==> config.mk <==
export PLATFORM = sky130hd
export DESIGN_NAME = hash_sequencer_flat
export DESIGN_NICKNAME = d
export VERILOG_FILES = /design/src/rtl/hash_pkg.sv /design/src/rtl/hash_sequencer_if.sv /design/src/rtl/hash_sequencer_nonce_counter.sv /design/src/rtl/hash_sequencer.sv /design/src/flat_wrapper.sv
export SDC_FILE = /design/constraint.sdc
export NUM_CORES = 1
export LEC_CHECK = 0
export CORE_UTILIZATION = 43
export DETAILED_ROUTE_END_ITERATION = 16
export PLACE_DENSITY = 0.75
export SYNTH_ARGS = -nofsm -noshare
export SYNTH_HDL_FRONTEND = slang
export SYNTH_SLANG_ARGS = --single-unit
==> constraint.sdc <==
create_clock -name clk -period 2.2 [get_ports clk]
set_input_delay 0.44 -clock clk [delete_from_list [all_inputs] [get_ports clk]]
set_output_delay 0.44 -clock clk [all_outputs]
set_load 0.005 [all_outputs]
==> src/rtl/hash_pkg.sv <==
// Shared types and sizing for the hash sequencer: FSM state encoding,
// default data widths and the bounty-buffer index width.
package hash_pkg;
  localparam int NONCE_W_DEF  = 32;
  localparam int BOUNTY_W_DEF = 24;
  localparam int IDX_W        = 2;

  typedef enum logic [2:0] {
    S_IDLE,
    S_LOAD,
    S_LATCH,
    S_ISSUE,
    S_WAIT,
    S_RESULT,
    S_DONE
  } state_t;
endpackage

==> src/rtl/hash_sequencer_if.sv <==
// Start/done handshake between the sequencer (master) and the hash core (slave).
interface hash_sequencer_if
  import hash_pkg::*;
#(
  parameter int NONCE_W  = NONCE_W_DEF,
  parameter int BOUNTY_W = BOUNTY_W_DEF
);
  logic                hash_start;
  logic [NONCE_W-1:0]  nonce;
  logic [BOUNTY_W-1:0] bounty_out;
  logic                hash_done;
  logic                hash_hit;

  modport master (output hash_start, nonce, bounty_out, input hash_done, hash_hit);
  modport slave  (input hash_start, nonce, bounty_out, output hash_done, hash_hit);
endinterface

==> src/rtl/hash_sequencer_nonce_counter.sv <==
// Per-entry nonce register: clears to zero, steps by one, and flags the
// terminal nonce so the sequencer can stop before the counter would wrap.
module nonce_counter
  import hash_pkg::*;
#(
  parameter int                 NONCE_W   = NONCE_W_DEF,
  parameter logic [NONCE_W-1:0] MAX_NONCE = {NONCE_W{1'b1}}
) (
  input  logic               clk,
  input  logic               reset,
  input  logic               clear,
  input  logic               inc,
  output logic [NONCE_W-1:0] count,
  output logic               last
);
  always_ff @(posedge clk) begin
    if (reset) begin
      count <= '0;
    end else if (clear) begin
      count <= '0;
    end else if (inc) begin
      count <= count + 1'b1;
    end
  end

  assign last = (count == MAX_NONCE);
endmodule

==> src/rtl/hash_sequencer.sv <==
// Walks the bounty buffer entry by entry, sweeping nonces through the hash
// core until a hit or exhaustion, and reports one result per entry.
module hash_sequencer
  import hash_pkg::*;
#(
  parameter int                 NONCE_W   = NONCE_W_DEF,
  parameter int                 BOUNTY_W  = BOUNTY_W_DEF,
  parameter logic [NONCE_W-1:0] MAX_NONCE = {NONCE_W{1'b1}}
) (
  input  logic                clk,
  input  logic                reset,
  input  logic                start,
  input  logic [IDX_W-1:0]    num_entradas,
  output logic [IDX_W-1:0]    rd_ptr,
  input  logic [BOUNTY_W-1:0] bounty,
  hash_sequencer_if.master    core,
  output logic                res_valid,
  output logic [IDX_W-1:0]    res_idx,
  output logic                res_found,
  output logic [NONCE_W-1:0]  res_nonce,
  output logic                busy,
  output logic                fin
);
  state_t             state;
  logic [IDX_W-1:0]   last_idx;
  logic               hit_reg;
  logic [NONCE_W-1:0] nonce;
  logic               nonce_last;
  logic               nonce_clear;
  logic               nonce_inc;

  assign nonce_clear = (state == S_LATCH);
  assign nonce_inc   = (state == S_RESULT) && !hit_reg && !nonce_last;
  assign core.nonce  = nonce;

  nonce_counter #(
    .NONCE_W   (NONCE_W),
    .MAX_NONCE (MAX_NONCE)
  ) u_nonce (
    .clk   (clk),
    .reset (reset),
    .clear (nonce_clear),
    .inc   (nonce_inc),
    .count (nonce),
    .last  (nonce_last)
  );

  always_ff @(posedge clk) begin
    if (reset) begin
      state           <= S_IDLE;
      rd_ptr          <= '0;
      core.bounty_out <= '0;
      core.hash_start <= 1'b0;
      res_idx         <= '0;
      res_nonce       <= '0;
      res_valid       <= 1'b0;
      res_found       <= 1'b0;
      busy            <= 1'b0;
      fin             <= 1'b0;
      last_idx        <= '0;
      hit_reg         <= 1'b0;
    end else begin
      core.hash_start <= 1'b0;
      res_valid       <= 1'b0;
      case (state)
        S_IDLE: begin
          if (start) begin
            last_idx <= num_entradas;
            rd_ptr   <= '0;
            busy     <= 1'b1;
            state    <= S_LOAD;
          end
        end
        S_LOAD: state <= S_LATCH;
        S_LATCH: begin
          core.bounty_out <= bounty;
          core.hash_start <= 1'b1;
          state           <= S_ISSUE;
        end
        S_ISSUE: state <= S_WAIT;
        S_WAIT: begin
          // Result is registered here so res_valid lands one cycle after done.
          if (core.hash_done) begin
            hit_reg <= core.hash_hit;
            if (core.hash_hit || nonce_last) begin
              res_valid <= 1'b1;
              res_found <= core.hash_hit;
              res_nonce <= core.hash_hit ? nonce : MAX_NONCE;
              res_idx   <= rd_ptr;
            end
            state <= S_RESULT;
          end
        end
        S_RESULT: begin
          if (hit_reg || nonce_last) begin
            if (rd_ptr == last_idx) begin
              busy  <= 1'b0;
              fin   <= 1'b1;
              state <= S_DONE;
            end else begin
              rd_ptr <= rd_ptr + 1'b1;
              state  <= S_LOAD;
            end
          end else begin
            core.hash_start <= 1'b1;
            state           <= S_ISSUE;
          end
        end
        S_DONE: begin
          if (!start) begin
            fin   <= 1'b0;
            state <= S_IDLE;
          end
        end
        default: state <= S_IDLE;
      endcase
    end
  end
endmodule

==> src/flat_wrapper.sv <==
// flat-port wrapper written by rule: the top's interface ports become plain ports
module hash_sequencer_flat import hash_pkg::*;
#(
  parameter int                 NONCE_W   = NONCE_W_DEF,
  parameter int                 BOUNTY_W  = BOUNTY_W_DEF,
  parameter logic [NONCE_W-1:0] MAX_NONCE = {NONCE_W{1'b1}}
)
  (clk, reset, start, num_entradas, rd_ptr, bounty, res_valid, res_idx, res_found, res_nonce, busy, fin, core_hash_start, core_nonce, core_bounty_out, core_hash_done, core_hash_hit);
  hash_sequencer_if #(.NONCE_W(NONCE_W), .BOUNTY_W(BOUNTY_W)) core_i ();
  input  logic clk;
  input  logic reset;
  input  logic start;
  input  logic [IDX_W-1:0] num_entradas;
  output logic [IDX_W-1:0] rd_ptr;
  input  logic [BOUNTY_W-1:0] bounty;
  output logic res_valid;
  output logic [IDX_W-1:0] res_idx;
  output logic res_found;
  output logic [NONCE_W-1:0] res_nonce;
  output logic busy;
  output logic fin;
  output wire logic [$bits(core_i.hash_start)-1:0] core_hash_start;
  output wire logic [$bits(core_i.nonce)-1:0] core_nonce;
  output wire logic [$bits(core_i.bounty_out)-1:0] core_bounty_out;
  input wire logic [$bits(core_i.hash_done)-1:0] core_hash_done;
  input wire logic [$bits(core_i.hash_hit)-1:0] core_hash_hit;
  assign core_hash_start = core_i.hash_start;
  assign core_nonce = core_i.nonce;
  assign core_bounty_out = core_i.bounty_out;
  assign core_i.hash_done = core_hash_done;
  assign core_i.hash_hit = core_hash_hit;
  hash_sequencer #(.NONCE_W(NONCE_W), .BOUNTY_W(BOUNTY_W), .MAX_NONCE(MAX_NONCE)) u_core (.clk(clk), .reset(reset), .start(start), .num_entradas(num_entradas), .rd_ptr(rd_ptr), .bounty(bounty), .core(core_i), .res_valid(res_valid), .res_idx(res_idx), .res_found(res_found), .res_nonce(res_nonce), .busy(busy), .fin(fin));
endmodule
* Word-level counts from Yosys, hierarchy flattened
Cells that the tools add are included.
** Cells by class
- $add $sub $neg :: 2
- Eq/ne operators :: 14
- Muxes and demuxes :: 22
- Bitwise logic cells :: 2
- Reductions and logical operators :: 18
** Operators with widths (count)
- 32-bit by 1-bit adder with 32-bit output, second input constant :: 1
- 32-bit == test, second input constant :: 1
- 32-bit two-way mux :: 1
- 3-bit case mux with 7 select lines :: 1
- 3-bit two-way mux :: 5
- 2-bit != test, second input constant :: 6
- 4-bit AND reduction :: 3
- 3-bit == test, second input constant :: 3
- 1-bit two-way mux :: 8
- 3-bit by 2-bit == test with 1-bit output, second input constant :: 2
- 2-bit two-way mux :: 3
- 1-bit case mux with 2 select lines :: 3
- 3-bit AND reduction :: 2
- 2-bit case mux with 2 select lines :: 1
- 2-bit AND reduction :: 2
- 2-bit nonzero test :: 2
- 3-bit by 1-bit == test with 1-bit output, second input constant :: 1
- 3-bit logical NOT :: 1
- 3-bit OR reduction :: 1
- 2-bit by 1-bit adder with 2-bit output, second input constant :: 1
- 2-bit == test :: 1
- 1-bit logical AND :: 2
- 1-bit logical NOT :: 2
- 1-bit logical OR :: 2
- other kinds (2) :: 3
** Storage, ports and cells
- Register bits after elaboration :: 103
- Bits of input ports :: 31
- Output and inout port bits :: 97

* Longest topological paths before layout
- Depth in word-level cells :: 4
- Depth in mapped cells :: 8
- Mapped depth without buffers :: 6

* By module
From an unflattened synthesis, not the netlist that was laid out.
** Second synthesis, totals
- Cells, all modules :: 416
- Area total of the unflattened synthesis :: 4160.2 um2
** By module, submodules not included
- hash_sequencer :: times used 1, cells an instance 236, area each 2626.3 um2, seq. area each 1421.4 um2
- nonce_counter :: times used 1, cells an instance 180, area each 1534.0 um2, seq. area each 640.6 um2

* Worst setup path before layout
No wires, ideal clock.
- Path kind :: reg2reg
- Start :: register u_core.u_nonce.count[0]
- End :: register u_core.u_nonce.count[12]
- Arrival :: 2.129 ns
- Setup slack :: -0.045 ns
- Cell stages (with the launch flop) :: 8
- Buffers on the path :: 2
- Clock period less this slack :: 2.245 ns
- Path through :: dfxtp_1 > ha_1 > nand4_2 > or4_1 > buf_6 > buf_6 > o311a_4 > a31o_2
** On the way
- Word-level cells in the longest chain between the ends :: 3
** Ends and longest elaborated chain
- from (decl) :: line hash_sequencer_nonce_counter.sv:13 : output logic [NONCE_W-1:0] count,
- from (signal assigned) :: line hash_sequencer_nonce_counter.sv:22 : count <= count + 1'b1;
- branches (longest 3 deep; another with 32-bit by 1-bit adder with 32-bit output)
Several ways; the timed one is not identified.
A chain may end at the register's enable or synchronous reset.

* Worst setup path after layout
- Start :: register u_core.u_nonce.count[0]
- End :: register u_core.state[2]
** On the way
- Word-level cells in the longest chain between the ends :: 4
** Ends and longest elaborated chain
- 32-bit == test :: line hash_sequencer_nonce_counter.sv:26 : assign last = (count == MAX_NONCE);
- 1-bit logical OR :: line hash_sequencer.sv:95 : if (hit_reg || nonce_last) begin
- 3-bit two-way mux :: line hash_sequencer.sv:95
- 3-bit case mux with 7 select lines :: line hash_sequencer.sv:65 : case (state)
- to (signal assigned) :: line hash_sequencer.sv:71 : state <= S_LOAD;
- to (signal assigned) :: line hash_sequencer.sv:99 : state <= S_DONE;
- to (signal assigned) :: line hash_sequencer.sv:102 : state <= S_LOAD;
- to (decl) :: line hash_sequencer.sv:24 : state_t state;
Every way passes these cells.

==> results.toml <==
[status]
status = "complete, no violations"

[cts]
ctsHoldBuffers = 0
cts_buffers = 9
clk_pin_slew_ps = 100
clock_latency_ps = 370
cts_tree = "built"
htree_levels = 3
clockBufferDepth = 2
cts.sinks = 103
cts-root-buf = "clkbuf_8"

[critical_path]
slowest_stage = "nor4_1"
cp.required_ps = 2510
critPathLaunchType = "flop"
crit_path_max_fanout = 6
reg2reg_depth = 6
crit_path_max_incr_delay_ps = 500
crit_family = "simple AND/OR/NAND/NOR gates"
r2r_slack_ps = 70
rr_endpoint = "u_core.state[2]"
r2r-start = "u_core.u_nonce.count[0]"
crit_path_end_kind = "flop"
crit_chain = "ha_2 > nand4_2 > nor4_1 > a31oi_2 > or3_1 > a21oi_1"
crit_cells = 6
worstSetupPathType = "reg -> reg"
arrival_ps = 2430
cp_num_buf_inv = 0

[die]
start_util = 0.445
rows = 36
die_width_um = 103
dieArea_um2 = 10500
die_h_um = 103
coreArea_um2 = 9770
pin_count = 128

[global_route]
grt_use_total = 0.231
gr-usage-met1 = 0.281
grt_pass1_vias = 4014
use_met3 = 0.0753
grt_use_met2 = 0.388
antenna_found_initial = 0
grt_first_pass_wirelength_mm = 19.2
top_usage_layer = "met2"
grt-ovfl-total = 0
grt_max_degree = 38

[sta]
fin_crit_sh = 0.967
hold_viol = 0
setup_viol = 0
rsz0062_at_grt = "no"
hold_ws_ps = 460
tightest_slew_ps = 539
fmax_ghz = 0.470
min_period_ps = 2130
fin_tns_setup_ps = 0
finalClockSkew_ps = 9.45
relSlewSlack = 0.638
slew_viol_final = 0

[routing]
drc = 0
vias_per_cell = 5.58
drtIter0Drc = 190
dr_total_vias = 4238
postRouteAntennaNets = 0
dr.pass1.iters = 4
wirelength_mm = 11.7
wire_per_inst_um = 15.4

[synth]
netlist_area_um2 = 4350
synth_top_area_share = 0.474
synth.distinct_cells = 49
synth_top_area_cell = "dfxtp_1"
synth_top_flop_cell = "dfxtp_1"
netlist_top_cells_count = "dfxtp_1, nand2_1, a21oi_1, o221a_2, clkbuf_1"
syn_avg_cell_area_um2 = 9.16
synth_edf_count = 0
ys_seq_area_frac = 0.474
postSynthCellCount = 475
async_flop_share = 0
ys_warn_count = 0
synth_nets = 507
yosys_register_bits = 103
synth.most_common_cell = "dfxtp_1"
synth_area_leaders = "dfxtp_1, o221a_2, nand2_1, a21oi_1, or4_1"

[final_layout]
nets = 653
antenna_cells = 0
drive_gt1_frac = 0.187
areaGrowthSynthToFinish_pct = 43.3
fillCellCount = 802
reg.largest.list = "u_core.res_nonce: 32 flops, u_core.u_nonce.count: 32 flops, u_core.core.bounty_out: 24 flops"
fin_cells = 759

[job]
maxCapViolCount = 0

[worst_hold_path]
min_path_type = "reg -> reg"
holdPathEnd = "u_core.core.bounty_out[9]"
worstHoldStart = "u_core.core.bounty_out[9]"
holdPathStages = 2

[pwr]
powerDensity_nw_per_um2 = 562
peakVddDrop_uv = 353
cellLeakagePower_uw = 0.00223

[place]
portBuffers = 127
placed_cells = 742
gp_congestion = 0.862
hpwlAfterDp_mm = 8.32
==> per-stage QoR <==
step           area [um^2]  setup slack, ps   util  total power (uW)
6_report              6240             72.6  0.638              3510
5_1_grt               6240             1.80  0.638              3650
4_1_cts               6200             34.5  0.635              3530
3_5_place_dp          6000             56.6  0.614              2310
3_3_place_gp          6000              141  0.614              2300
2_1_floorplan         4360             31.8      -              2130
==> cells by family after synthesis <==
group	after synthesis	share of synthesized area
AND/OR/NAND/NOR	175	0.210
adder cells (fa/ha/maj)	1	0.00287
buffers and inverters	45	0.0457
AO/OA/AOI/OAI	140	0.244
XOR/XNOR	5	0.0101
flip-flops	103	0.474
multiplexers	6	0.0138
==> cell usage in the layout (no fill, tap or decap), drive strengths merged, types with 3 or more instances in the layout <==
cell,instances
clkdlybuf4s50,127
dfxtp,103
nand2,78
a21oi,54
buf,46
o221a,32
nor2,22
or4,16
o31ai,14
o21ai,11
nand4,11
or3,10
clkbuf,10
and3,8
inv,8
o211ai,7
nor3,7
mux2i,6
nand3,5
a31o,4
xnor2,4
and4,4
a31oi,4
nand2b,3
or2,3
clkinv,3
==> timing repair <==
action,4_1_cts,5_1_grt
resized for setup,0,5
buffers inserted,0,1
setup endpoints to repair,0,48
==> worst register-to-register path: stages, from the launching register on <==
cell	delay (ps)
dfxtp_2	340
ha_2	180
nand4_2	150
nor4_1	500
a31oi_2	310
or3_1	440
a21oi_1	140
==> layer usage <==
metal	wire length (um)	share of wire	vias up
li1	-	-	2056
met1	5010	0.43	2016
met2	5480	0.47	149
met3	1020	0.087	17
met4	161	0.014	0
met5	0	0	-
==> power by group <==
| part | internal (uW) | switching [uW] | leakage [uW] |
|---|---|---|---|
| Clock | 563 | 671 | 0.000103 |
| Combinational | 178 | 160 | 0.00130 |
| Sequential | 1910 | 28.1 | 0.000833 |
==> final cells by class <==
cell class | instances | area, um^2 | share of cell area
inverter | 7 | 26.3 | 0.00421
timing repair buffer | 173 | 1650 | 0.265
tap | 133 | 166 | 0.0267
clock buffer | 10 | 138 | 0.0221
multi-input combinational | 327 | 2120 | 0.340
clock inverter | 6 | 68.8 | 0.0110
sequential | 103 | 2060 | 0.331
==> how the worst max path moves through the flow <==
| stage | end | slack [ps] | from |
|---|---|---|---|
| 2_1_floorplan | u_core.u_nonce.count[12] | 30 | u_core.u_nonce.count[0] |
| 3_3_place_gp | u_core.u_nonce.count[10] | 140 | u_core.u_nonce.count[1] |
| 3_5_place_dp | u_core.res_nonce[9] | 60 | u_core.u_nonce.count[1] |
| 4_1_cts | u_core.res_nonce[7] | 30 | u_core.u_nonce.count[0] |
| 5_1_grt | u_core.u_nonce.count[9] | 2 | u_core.u_nonce.count[0] |
| 6_report | u_core.state[2] | 70 | u_core.u_nonce.count[0] |
Note: power is estimated with default switching activity, not from simulation.
